$ cat src/rtl/mc_main_ctrl.sv
// ============================================================================
// Module      : mc_main_ctrl
// Description : Multi-cycle MIPS main control FSM with memory-ready timeout.
//               Optional illegal-opcode trap enabled by MC_CTRL_TRAP_EN.
// Revision    : 1.0 - initial release
// ============================================================================
`default_nettype none

module mc_main_ctrl #(
    parameter int MEM_TIMEOUT = 16
) (
    input  logic       clk,
    input  logic       rst_n,
    input  logic [5:0] opcode_i,
    input  logic       mem_ready_i,
    output logic       PCWrite_o,
    output logic       PCWriteCond_o,
    output logic [1:0] PCSource_o,
    output logic       IorD_o,
    output logic       MemRead_o,
    output logic       MemWrite_o,
    output logic       IRWrite_o,
    output logic       MemtoReg_o,
    output logic       RegDst_o,
    output logic       RegWrite_o,
    output logic       ALUSrcA_o,
    output logic [1:0] ALUSrcB_o,
    output logic [1:0] ALUOp_o,
    output logic       instr_done_o,
    output logic       mem_err_o,
    output logic       illegal_o
);

    localparam int                 c_CNT_W    = $clog2(MEM_TIMEOUT);
    localparam logic [c_CNT_W-1:0] c_CNT_LAST = c_CNT_W'(MEM_TIMEOUT - 1);

    localparam logic [5:0] c_OP_R   = 6'b000000;
    localparam logic [5:0] c_OP_LW  = 6'b100011;
    localparam logic [5:0] c_OP_SW  = 6'b101011;
    localparam logic [5:0] c_OP_BEQ = 6'b000100;
    localparam logic [5:0] c_OP_ORI = 6'b001101;
    localparam logic [5:0] c_OP_J   = 6'b000010;

    localparam logic [3:0] c_IDLE   = 4'd0;
    localparam logic [3:0] c_FETCH  = 4'd1;
    localparam logic [3:0] c_DECODE = 4'd2;
    localparam logic [3:0] c_MEMADR = 4'd3;
    localparam logic [3:0] c_MEMRD  = 4'd4;
    localparam logic [3:0] c_MEMWB  = 4'd5;
    localparam logic [3:0] c_MEMWR  = 4'd6;
    localparam logic [3:0] c_REXEC  = 4'd7;
    localparam logic [3:0] c_RWB    = 4'd8;
    localparam logic [3:0] c_BEQ    = 4'd9;
    localparam logic [3:0] c_ORIEX  = 4'd10;
    localparam logic [3:0] c_ORIWB  = 4'd11;
    localparam logic [3:0] c_JUMP   = 4'd12;
`ifdef MC_CTRL_TRAP_EN
    localparam logic [3:0] c_TRAP   = 4'd13;
`endif

    logic [3:0]         state_q, state_d;
    logic [c_CNT_W-1:0] cnt_q, cnt_d;
    logic               w_wait;
    logic               w_timeout;

    assign w_wait    = (state_q == c_FETCH) || (state_q == c_MEMRD) || (state_q == c_MEMWR);
    assign w_timeout = w_wait && !mem_ready_i && (cnt_q == c_CNT_LAST);

    always_ff @(posedge clk or negedge rst_n) begin
        if (!rst_n) begin
            state_q <= c_IDLE;
            cnt_q   <= '0;
        end else begin
            state_q <= state_d;
            cnt_q   <= cnt_d;
        end
    end

    always_comb begin
        state_d = state_q;
        case (state_q)
            c_IDLE:   state_d = c_FETCH;
            c_FETCH:  if (mem_ready_i) state_d = c_DECODE;
            c_DECODE: begin
                case (opcode_i)
                    c_OP_LW, c_OP_SW: state_d = c_MEMADR;
                    c_OP_R:           state_d = c_REXEC;
                    c_OP_BEQ:         state_d = c_BEQ;
                    c_OP_ORI:         state_d = c_ORIEX;
                    c_OP_J:           state_d = c_JUMP;
`ifdef MC_CTRL_TRAP_EN
                    default:          state_d = c_TRAP;
`else
                    default:          state_d = c_FETCH;
`endif
                endcase
            end
            c_MEMADR: state_d = (opcode_i == c_OP_LW) ? c_MEMRD : c_MEMWR;
            c_MEMRD: begin
                if (mem_ready_i)    state_d = c_MEMWB;
                else if (w_timeout) state_d = c_FETCH;
            end
            c_MEMWB:  state_d = c_FETCH;
            c_MEMWR:  if (mem_ready_i || w_timeout) state_d = c_FETCH;
            c_REXEC:  state_d = c_RWB;
            c_RWB:    state_d = c_FETCH;
            c_BEQ:    state_d = c_FETCH;
            c_ORIEX:  state_d = c_ORIWB;
            c_ORIWB:  state_d = c_FETCH;
            c_JUMP:   state_d = c_FETCH;
`ifdef MC_CTRL_TRAP_EN
            c_TRAP:   state_d = c_TRAP;
`endif
            default:  state_d = c_IDLE;
        endcase

        // A FETCH timeout re-enters FETCH without a state change, so it clears explicitly.
        if (w_timeout || (state_d != state_q))
            cnt_d = '0;
        else if (w_wait && !mem_ready_i)
            cnt_d = cnt_q + 1'b1;
        else
            cnt_d = cnt_q;
    end

    always_comb begin
        PCWrite_o     = 1'b0;
        PCWriteCond_o = 1'b0;
        PCSource_o    = 2'b00;
        IorD_o        = 1'b0;
        MemRead_o     = 1'b0;
        MemWrite_o    = 1'b0;
        IRWrite_o     = 1'b0;
        MemtoReg_o    = 1'b0;
        RegDst_o      = 1'b0;
        RegWrite_o    = 1'b0;
        ALUSrcA_o     = 1'b0;
        ALUSrcB_o     = 2'b00;
        ALUOp_o       = 2'b00;
        instr_done_o  = 1'b0;
        mem_err_o     = w_timeout;
        illegal_o     = 1'b0;
        case (state_q)
            c_FETCH: begin
                MemRead_o = 1'b1;
                ALUSrcB_o = 2'b01;
                IRWrite_o = mem_ready_i;
                PCWrite_o = mem_ready_i;
            end
            c_DECODE: ALUSrcB_o = 2'b11;
            c_MEMADR: begin
                ALUSrcA_o = 1'b1;
                ALUSrcB_o = 2'b10;
            end
            c_MEMRD: begin
                MemRead_o = 1'b1;
                IorD_o    = 1'b1;
            end
            c_MEMWB: begin
                RegWrite_o   = 1'b1;
                MemtoReg_o   = 1'b1;
                instr_done_o = 1'b1;
            end
            c_MEMWR: begin
                MemWrite_o   = 1'b1;
                IorD_o       = 1'b1;
                instr_done_o = mem_ready_i;
            end
            c_REXEC: begin
                ALUSrcA_o = 1'b1;
                ALUOp_o   = 2'b10;
            end
            c_RWB: begin
                RegWrite_o   = 1'b1;
                RegDst_o     = 1'b1;
                instr_done_o = 1'b1;
            end
            c_BEQ: begin
                ALUSrcA_o     = 1'b1;
                ALUOp_o       = 2'b01;
                PCWriteCond_o = 1'b1;
                PCSource_o    = 2'b01;
                instr_done_o  = 1'b1;
            end
            c_ORIEX: begin
                ALUSrcA_o = 1'b1;
                ALUSrcB_o = 2'b10;
                ALUOp_o   = 2'b11;
            end
            c_ORIWB: begin
                RegWrite_o   = 1'b1;
                instr_done_o = 1'b1;
            end
            c_JUMP: begin
                PCWrite_o    = 1'b1;
                PCSource_o   = 2'b10;
                instr_done_o = 1'b1;
            end
`ifdef MC_CTRL_TRAP_EN
            c_TRAP: illegal_o = 1'b1;
`endif
            default: ;
        endcase
    end

endmodule

`default_nettype wire

$ cat config.mk
export PLATFORM = sky130hd
export DESIGN_NAME = mc_main_ctrl
export DESIGN_NICKNAME = d
export VERILOG_FILES = /design/src/rtl/mc_main_ctrl.sv
export SDC_FILE = /design/constraint.sdc
export NUM_CORES = 1
export LEC_CHECK = 0
export CORE_MARGIN = 5
export CORE_UTILIZATION = 40
export CTS_CLUSTER_SIZE = 20
export DETAILED_ROUTE_END_ITERATION = 7
export PLACE_DENSITY = 0.76
export SLEW_MARGIN = 25
export SYNTH_ARGS = -nofsm -noshare
export SYNTH_HDL_FRONTEND = slang
export SYNTH_SLANG_ARGS = --single-unit
$ cat constraint.sdc
create_clock -name clk -period 2.23 [get_ports clk]
set_input_delay 0.223 -clock clk [delete_from_list [all_inputs] [get_ports clk]]
set_output_delay 0.223 -clock clk [all_outputs]
set_load 0.03 [all_outputs]
==> summary.md <==
| Metric | Value |
|---|---|
| Status | `complete, no violations` |
| Starting Density | `42.9%` |
| Vias | `933` |
| Synth-to-Final Area Change | `36.9%` |
| Yosys top cell by area | `dfrtp_1` |
| Clock latency on the worst-skew pair | `~0.25 ns` |
| Critical path data required time | `approximately 2 ns` |
| Arr. time, crit path | `between 1.5 and 2 ns` |
| RSZ-0062 raised after global routing | `no` |
| DR iter-0 viols | `24` |
| WHS | `between 0.2 and 0.25 ns` |
| Mapped Area | `between 800 and 900 um^2` |
| Die height | `~57 um` |
| Worst-path clk slew | `around 0.050 ns` |
| Die area | `about 3200 um^2` |
| Area of the multi-input gates | `between 500 and 600 um^2` |
| Syn. warnings | `0` |
| Fin crit share | `between 90% and 100%` |
| Distinct cells, synth | `45` |
| Worst IR Drop VDD | `0.572 mV` |
| All-Layer GR Usage | `between 10% and 20%` |
| Synth Area per Inst | `7.82 um^2` |
| R2R Setup Slk | `between 0.2 and 0.25 ns` |
| Clock H-tree levels | `1` |
| Placed insts | `~160` |
| Rows | `16` |
| Final setup fails | `0` |
| Commonest cells post-synth | `14 x nor2_1, 8 x dfrtp_1, 7 x nand2_1` |
| Sequential cell area | `between 200 and 250 um^2` |
| Hold Violations, Final | `0` |
| Sequential share of the synthesized area | `23.1%` |
| Root Driver | `clkbuf_4` |
| Setup crit start kind | `flop` |
| Achievable Freq | `roughly 470 MHz` |
| Power Density | `between 1000 and 1500 nW/um^2` |
| Prevailing post-synth register cell | `dfrtp_1` |
| Most frequent cell after synthesis | `nor2_1` |
| Core Footprint | `about 2000 um^2` |
| Diode count | `0` |
| Fin worst setup slack | `0.0986 ns` |
| Total iterations of the first detailed-routing run | `4` |
| Asr flop ratio synth | `100%` |
| Dpl ws | `between 0.01 and 0.015 ns` |
| GRT Residual Overflow | `0` |
| Post-route ant nets | `0` |
| P_leak | `around 0.55 nW` |
| Layout cells sized above 1 | `a little under a fifth` |
| Final non-filler cell total | `about 170` |
| Setup TNS | `0 ns` |
| Chip Width | `56.6 um` |
| Vias in the first global route | `approximately 880` |
| Worst Reg2Reg Path Length in Cells | `6` |
| Clk sinks | `8` |
| Worst setup path category | `reg2out` |
| DPL Wire Length | `around 1800 um` |
| RD Place Congestion | `~0.81` |
| Post-DR vias/cell | `5.65` |
| Largest net degree at the start of global routing | `14` |
| R2R Path End | `cnt_q[2]$_DFFE_PN0P_` |
| Tmin final | `2.13 ns` |
| First-pass GRT wire length | `roughly 3700 um` |
| Worst r2r src | `state_q[0]$_DFF_PN0_` |
| DRC | `0` |
| Synth area leaders | `dfrtp_1 23%, nor2_1 6.1%, a211oi_1 5.2%` |
| Post-Synthesis Cells | `about 110` |
| Io pins | `28` |
| Nets | `150` |
| Filler cells | `slightly above 200` |
| Slew Limit Fails | `0` |
| CP endpoint kind | `output pin` |
| Drt total wl | `2330 um` |
| TritonCTS Buffers | `3` |
| EDFF count, synth | `0` |
| DR WL/cell | `14.1 um` |
| Yosys top cell area share | `a little under a quarter` |
| Initial antenna violation count | `0` |
| Worst hold-check path type | `in2async` |
| Yosys reg bits | `8` |
| Clock Skew | `roughly 0.004 ns` |
| TritonCTS clock tree | `yes` |
| Worst Path Max Fanout | `13` |
| PortBufs | `26` |
| Synth Net Count | `121` |
| Deepest clock path buffer count | `2` |
| Max-capacitance violation count | `0` |
flip-flops by register name (all words and copies together), names as in the netlist:
name and cells:
cnt_q 4, state_q 4
worst max-delay path by stage:
| stage | from | end | slack, ns | cells past startpoint |
|---|---|---|---|---|
| floorplan | state_q[0]$_DFF_PN0_ | PCWrite_o | 0.20 | 4 |
| global placement | opcode_i[2] | cnt_q[0]$_DFFE_PN0P_ | 0.10 | 7 |
| detailed placement | opcode_i[3] | cnt_q[2]$_DFFE_PN0P_ | 0.01 | 7 |
| CTS | state_q[1]$_DFF_PN0_ | instr_done_o | 0.04 | 7 |
| global route | state_q[2]$_DFF_PN0_ | PCSource_o[0] | 0.01 | 3 |
| finish | state_q[3]$_DFF_PN0_ | MemtoReg_o | 0.1 | 3 |
stage by stage:
step	util, %	cell area [um^2]	power, mW
2_1_floorplan	-	868	0.973
4_1_cts	57.8	1170	1.40
3_5_place_dp	56.7	1150	1.30
6_report	58.8	1190	1.40
3_3_place_gp	56.7	1150	1.28
5_1_grt	58.8	1190	1.51
final cells by class:
type / instances / area share [%]
Inverter: 5 / 1.58
Multi-Input combinational cell: 90 / 49.9
Tap cell: 27 / 2.84
Clock buffer: 3 / 1.89
Timing Repair Buffer: 32 / 26.5
Sequential cell: 8 / 17.3
cell families after synthesis:
logic type / count (synthesis) / synth area share [%]
AND/OR/NAND/NOR: 52 / 34.6
other: 1 / 0.432
AO/OA/AOI/OAI: 29 / 23.9
adder cells (fa/ha/maj): 1 / 1.44
multiplexers: 2 / 2.31
XOR/XNOR: 5 / 5.04
buffers and inverters: 13 / 9.22
flip-flops: 8 / 23.1
power breakdown:
group | internal, mW | leakage, nW | switching [mW] | total (mW)
sequential | 0.185 | 0.101 | 0.104 | 0.288
clock | 0.0613 | 0.0138 | 0.0454 | 0.107
combinational | 0.410 | 0.432 | 0.597 | 1.01
cells in the final DEF, fill, tap and decap left out, types with 2 or more instances in the layout:
cell type	instances
inv_2	2
clkbuf_4	3
dlymetal6s2s_1	6
nor2_2	2
nor3_1	6
clkdlybuf4s50_1	16
nand3_1	3
inv_1	3
nand3b_1	2
dlygate4sd2_1	4
mux2i_1	2
a211oi_1	5
buf_4	6
nor2_1	14
nand2_1	7
a21oi_1	3
dfrtp_2	4
nor2b_1	2
o21ai_1	2
nand2b_1	5
nand4b_1	2
xor2_1	2
o22ai_1	3
dfrtp_1	4
o21ai_0	3
and3_1	2
xnor2_1	3
a31oi_1	2
critical path, stage by stage (launching register included):
cell	delay, ns
dfrtp_2	0.49
nand2b_1	0.30
nor2_1	0.18
clkdlybuf4s50_1	0.69
what timing repair did:
| item | in CTS | in global routing |
|---|---|---|
| setup endpoints to repair | 9 | 9 |
| hold buffers | 0 | 0 |
| resized for setup | 8 | 7 |
| setup buffers | 0 | 0 |
metal layers:
layer / vias to the layer above / global-route usage [%] / wire length, um
li1: 455 / - / -
met4: 0 / 5.08 / 56
met2: 33 / 26.9 / 1160
met1: 439 / 15.5 / 987
met5: - / 0 / 0
met3: 6 / 3.44 / 125
(Power assumes the default switching activity.)
